==> config.mk <==
export PLATFORM = sky130hd
export DESIGN_NAME = bus_mux_reg
export DESIGN_NICKNAME = d
export VERILOG_FILES = /design/src/rtl/bus_mux_reg.sv
export SDC_FILE = /design/constraint.sdc
export NUM_CORES = 1
export LEC_CHECK = 0
export BUFFER_PORTS_ARGS = -buffer_cell sky130_fd_sc_hd__buf_2
export CAP_MARGIN = 10
export CORE_MARGIN = 2
export CORE_UTILIZATION = 30
export CTS_CLUSTER_DIAMETER = 150
export DETAILED_ROUTE_END_ITERATION = 12
export PLACE_DENSITY = 0.71
export SYNTH_ARGS = -nofsm -noshare
export SYNTH_HDL_FRONTEND = slang
export SYNTH_SLANG_ARGS = --single-unit
==> constraint.sdc <==
create_clock -name Clock -period 2.8 [get_ports Clock]
set_input_delay 0.84 -clock Clock [delete_from_list [all_inputs] [get_ports Clock]]
set_output_delay 0.84 -clock Clock [all_outputs]
set_load 0.02 [all_outputs]
==> src/rtl/bus_mux_reg.sv <==
// bus_mux_reg: registered one-hot bus multiplexer (sources R0..R7, DIN, G).
// The lowest-index selected source wins; multiple selects raise a sticky
// conflict flag. Optional saturating conflict counter is built only when
// BUS_MUX_REG_CONFLICT_CNT_EN is defined; otherwise conflict_cnt reads 0.
module bus_mux_reg #(
    parameter int WIDTH = 16,
    parameter int NSRC  = 10,
    parameter int SELW  = 4
) (
    input  logic                  Clock,
    input  logic                  Reset,
    input  logic [NSRC-1:0]       sel,
    input  logic [NSRC*WIDTH-1:0] src_data,
    input  logic                  clr_err,
    output logic [WIDTH-1:0]      BusWires,
    output logic                  bus_valid,
    output logic [SELW-1:0]       bus_src,
    output logic                  conflict,
    output logic [7:0]            conflict_cnt
);

    logic             hit;
    logic [SELW-1:0]  win_idx;
    logic [WIDTH-1:0] win_data;
    logic             multi;

    // Priority select: scan high to low so the lowest set index is the last write.
    always_comb begin
        hit      = 1'b0;
        win_idx  = '0;
        win_data = '0;
        for (int i = NSRC - 1; i >= 0; i--) begin
            if (sel[i]) begin
                hit      = 1'b1;
                win_idx  = SELW'(i);
                win_data = src_data[i*WIDTH +: WIDTH];
            end
        end
    end

    // Two or more bits set iff clearing the lowest set bit leaves something.
    assign multi = |(sel & (sel - {{(NSRC-1){1'b0}}, 1'b1}));

    // Bus register: load the winner, hold value and source when undriven.
    always_ff @(posedge Clock) begin
        if (Reset) begin
            BusWires  <= '0;
            bus_valid <= 1'b0;
            bus_src   <= '0;
        end else begin
            bus_valid <= hit;
            if (hit) begin
                BusWires <= win_data;
                bus_src  <= win_idx;
            end
        end
    end

    // Sticky conflict flag; a conflict in the same edge beats the clear.
    always_ff @(posedge Clock) begin
        if (Reset)
            conflict <= 1'b0;
        else if (multi)
            conflict <= 1'b1;
        else if (clr_err)
            conflict <= 1'b0;
    end

`ifdef BUS_MUX_REG_CONFLICT_CNT_EN
    // Saturating conflict counter; clear plus conflict restarts the count at 1.
    always_ff @(posedge Clock) begin
        if (Reset)
            conflict_cnt <= '0;
        else if (multi) begin
            if (clr_err)
                conflict_cnt <= 8'd1;
            else if (conflict_cnt != 8'hFF)
                conflict_cnt <= conflict_cnt + 8'd1;
        end else if (clr_err)
            conflict_cnt <= '0;
    end
`else
    assign conflict_cnt = '0;
`endif

endmodule

**Word-level counts from Yosys, hierarchy flattened**

Index checks and enable logic that the tools add are counted.

- Add/sub/neg operators: 1
- Muxes and demuxes: 32
- Bitwise operators: 1
- Reductions and logical operators: 2

Operators with widths:

| kind | number |
|---|---|
| $mux 16 | 10 |
| $mux 4 | 10 |
| $mux 1 | 12 |
| $and 10x10->10 | 1 |
| $reduce_or 10->1 | 1 |
| $sub 10x1->10 const B | 1 |
| $reduce_bool 2->1 | 1 |

- Flip-flop bits (word level): 22
- Bits of input ports: 173
- Output and inout bits: 30
- Word-level logic and storage cells: 40

**Longest topological paths before layout**

- Depth after elaboration: 10
- Depth in mapped cells: 8
- Depth with buffers taken out: 5

**Worst setup path before layout**

Ideal clock, no wire load.

- Path type: input to register
- From: input sel[1]
- To: register BusWires[6]
- Setup time: 0.136 ns
- Arrival: 2.535 ns
- Required time: 2.664 ns
- Path slack: 0.129 ns
- Stages on the path: 8
- Buffers on the path: 3
- Cell sequence: buf_6 > or4_4 > or4_4 > nor3_4 > or3_1 > buf_4 > buf_6 > o32ai_1

- Word-level cells in the longest chain between the ends: 2
- Elaborated cells between the ends (all ways): 4
- Those cells by class: mux: 4

Ends and longest elaborated chain:

| element | RTL line | RTL |
|---|---|---|
| from (decl) | 12 | `input logic [NSRC-1:0] sel,` |
| $mux 16 / $mux 1 (equally long branches) (2 in series) | 33 | `if (sel[i]) begin` |
| to (signal assigned) | 53 | `BusWires <= win_data;` |
| to (decl) | 15 | `output logic [WIDTH-1:0] BusWires,` |

Parallel ways exist; a longest one is shown, timed or not.
A chain may end at the register's enable or synchronous reset.

**Worst setup path in the final report**

- From: input sel[2]
- To: register BusWires[15]

- Word-level cells in the longest chain between the ends: 3
- Elaborated cells between the ends (all ways): 6
- Those cells by class: mux: 6

Ends and longest elaborated chain:

| element | RTL line |
|---|---|
| $mux 16 / $mux 1 (equally long branches) (3 in series) | 33 |

Parallel ways exist; a longest one is shown, timed or not.

==> results list <==
- In this run the worst path has a maximum fanout of 19.
* Cell count after synthesis: 282
- CP Class: in2reg
- The clock net in this run drives a total of 22 sinks.
* Period utilisation layout: 92.3%
* Least-Margin Pin Slew: 1160 ps
- Critical path arrival: 2750 ps
* Final number of max-transition violations: 0
- Count of buffers added by post-CTS timing repair for setup: 0
- The initial utilization of the core area, before any placement, comes to 31.0%.
- For this run, the top clock speed supported by timing is 387 MHz.
- Traced cell by cell, the critical path runs through buf_2, or4_4, or4_4, nor3_4, buf_4, a22oi_1, o32ai_1.
* Slowest cell on the critical path: or4_4
- From bottom edge to top edge, the die measures 87.9 um.
- The min-delay analysis places its worst path in the category reg2reg.
- Status: finished clean
- First DRT Iteration DRCs: 133
* Post-synth top area cell: dfxtp_1
- Routed wire length: 9.02 mm
- Of all flip-flops after synthesis, the portion carrying an async set or reset was 0%.
- By area the synthesized netlist is led by dfxtp_1 (21%), a221oi_1 (13%), o21ai_0 (8.8%), a21oi_1 (7.8%), a221o_1 (7.6%).
* Mean number of vias per cell: 5.42
* Total core area: 6790 um^2
* Most frequent cell on the critical path: or4_4
- The share of total power dissipated in sequential elements is 36.7%.
- Yosys warning total: 0
* Net count, final: 630
- The startpoint identified for the worst register-to-register timing path is bus_src[2].
- Post-CTS repair changed the size of 0 cells.
- ANT nets after route: 0
- Switching pwr: 329 uW
- Worst setup skew after layout: 0 ps
* Estimated wirelength of the detail-placed design: 7.19 mm
- Of the cells placed in the final design, the portion with a size suffix greater than 1 is 46.8%.
- For the worst flop-to-flop path, the logic depth is 2.
- Minimum clock period: 2580 ps
- Unrepaired setup endpoints after global routing: false
- WL per Instance: 16.4 um
- In this run the core area contains 30 standard-cell rows.
- The number of antenna diodes in the final layout is 0.
- Setup violations remaining at the end of the flow were counted as 0.
- In the synthesized netlist, the cells that appear most often are o21ai_0 (37), a21oi_1 (33), a221oi_1 (32), clkbuf_1 (26), dfxtp_1 (22).
- Die area: 7720 um^2
- The worst setup path is launched from an input port.
* Tightest slew margin relative to the limit: 22.7%
* R2r endpoint: bus_src[2]
- In this run, CTS created clock tree buffers numbering 3.
- Entering global routing, the biggest net connects 39 pins.
- Via count of the first global-routing pass: 2769
* Leakage: 1.50 nW
* Internal power: 616 uW
- Syn avg cell area: 7.48 um^2
- The worst setup path is captured at a register.
- Maximum buffer depth of the clock tree: 2
* Comb pwr share: 42.1%
- Data on the critical path is required at its endpoint by 2970 ps.
- Final-report hold violation count: 0
- Total power for the finished layout comes to 945 uW.
- Largest voltage drop on the vdd net: 150 uV
- In this run the worst setup path terminates at BusWires[15].
* PortBufs: 194
* Clk Tree Root Cell: clkbuf_8
- The first global-routing pass estimated 13.2 mm of wire.
- Dominant cell by count in the synthesized netlist: o21ai_0
* Worst stage delay on the critical path: 550 ps
* Source-to-sink clock delay at the later pin of the worst-skew pair: 270 ps
* Launch point of the critical path: sel[2]
- For this run, design rule violations remaining after detail routing come to 0.
* Distinct cell type count of the synthesized netlist: 31
* Proportion of total power due to net switching: 34.8%
* Final cell utilization of the core: 46.1%
- Area share of the largest cell type after synthesis: 20.9%
- Minimum setup slack among reg-to-reg paths: 1910 ps
* Clock transition at the registers of the reported paths: 80 ps
- For this run, the detailed router's first-pass iteration total came to 4.
- Part of the total power dissipated in the clock network: 21.3%
- Along the worst hold path, the cell count comes to 2.
- Compared with the post-synthesis result, the final layout area differs by 48.4%.
* Number of levels in the clock H-tree: 1
* Max_cap viols: 0
- After synthesis the netlist holds a flip-flop and latch count of 22.
* Global routing usage summed across all routing layers: 21.6%
- Number of antenna violations at the first check in global routing: 0
- Via total after detailed routing: 2985
- In this run the power density over the cells is 302 nW/um^2.
- TritonCTS built the clock tree.
- The floorplan step set the die width to 87.9 um.
* Top flip-flop cell by instance count after synthesis: dfxtp_1
- In this run the cell area of the synthesized design comes to 2110 um^2.
- Final global-route overflow total: 0
- Share of the yosys chip area belonging to registers: 20.9%
- 203 I/O pins were placed.
- In this run, post-CTS hold repair placed 0 buffers.
- EDFF count, synth: 0
- At the end of routability-driven placement, the weighted congestion stood at 0.886.
## layer usage
layer | vias up | wire [um] | GRT usage (%) | part of all wire (%)
met1 | 1380 | 3920 | 29.7 | 43
met3 | 12 | 689 | 3.02 | 7.6
met5 | - | 0 | 0 | 0
li1 | 1450 | - | - | -
met4 | 0 | 129 | 5.03 | 1.4
met2 | 143 | 4280 | 35.7 | 47
## power groups by stage
| stage | combinational, mW | sequential, mW | clock [mW] |
|---|---|---|---|
| floorplan | 0.183 | 0.380 | 0 |
| global placement | 0.393 | 0.355 | 0 |
| detailed placement | 0.396 | 0.353 | 0 |
| CTS | 0.396 | 0.346 | 0.214 |
| global route | 0.434 | 0.349 | 0.219 |
| finish | 0.398 | 0.347 | 0.201 |
## flip-flops by register name, indices dropped and copies added (netlist names)
signal and flops:
BusWires 16, bus_valid 1, bus_src 4, conflict 1
## per-stage QoR
stage	setup WS, ps	TNS, ps	cell area [um^2]	std cells	hold WS [ps]
after floorplan	129	0	2140	289	533
after global placement	26.2	0	3090	548	443
after detailed placement	-53.7	-399	3090	548	450
after CTS	226	0	3130	551	463
after global routing	129	0	3130	551	505
final	216	0	3130	551	465
## worst max-delay path: cells and delay by family
kind | cells | cell delay (ps)
simple gates | 3 | 1270
buf+inv | 2 | 390
compound gates | 2 | 250
## worst min-delay path by stage
stage / from / end / slack (ps)
finish: bus_src[1] / bus_src[1] / 460
global route: bus_src[1] / bus_src[1] / 500
CTS: bus_src[1] / bus_src[1] / 460
detailed placement: bus_src[1] / bus_src[1] / 450
global placement: bus_src[1] / bus_src[1] / 440
floorplan: bus_src[1] / bus_src[1] / 530
## cells by family after synthesis
family,synth area share (%)
buffers and inverters,14.2
DFF,20.9
and+or+nand+nor,11.6
other,0.178
adders and majority gates,0.475
AOI/OAI and AO/OA,52.6
## layout by cell type (no fill, tap or decap), types with 3 or more instances in the layout
master    instances
a21oi_1          33
a221o_1          16
a221oi_1         32
a22oi_1          17
buf_2           194
buf_4            10
clkbuf_8          3
conb_1            8
dfxtp_1          22
inv_1            18
nor2_1            9
nor2b_1          19
nor3_1            4
o21ai_0          37
o32ai_1          16
## area by class of cell
type                    instances  area [um^2]
clock buffers                   3         41.3
fillers                       696         3660
inverters                      18         67.6
multi-input cells             207         1400
flip-flops and latches         22          440
well taps                      96          120
repair buffers                205         1070
Power figures use the tool's default switching activity.
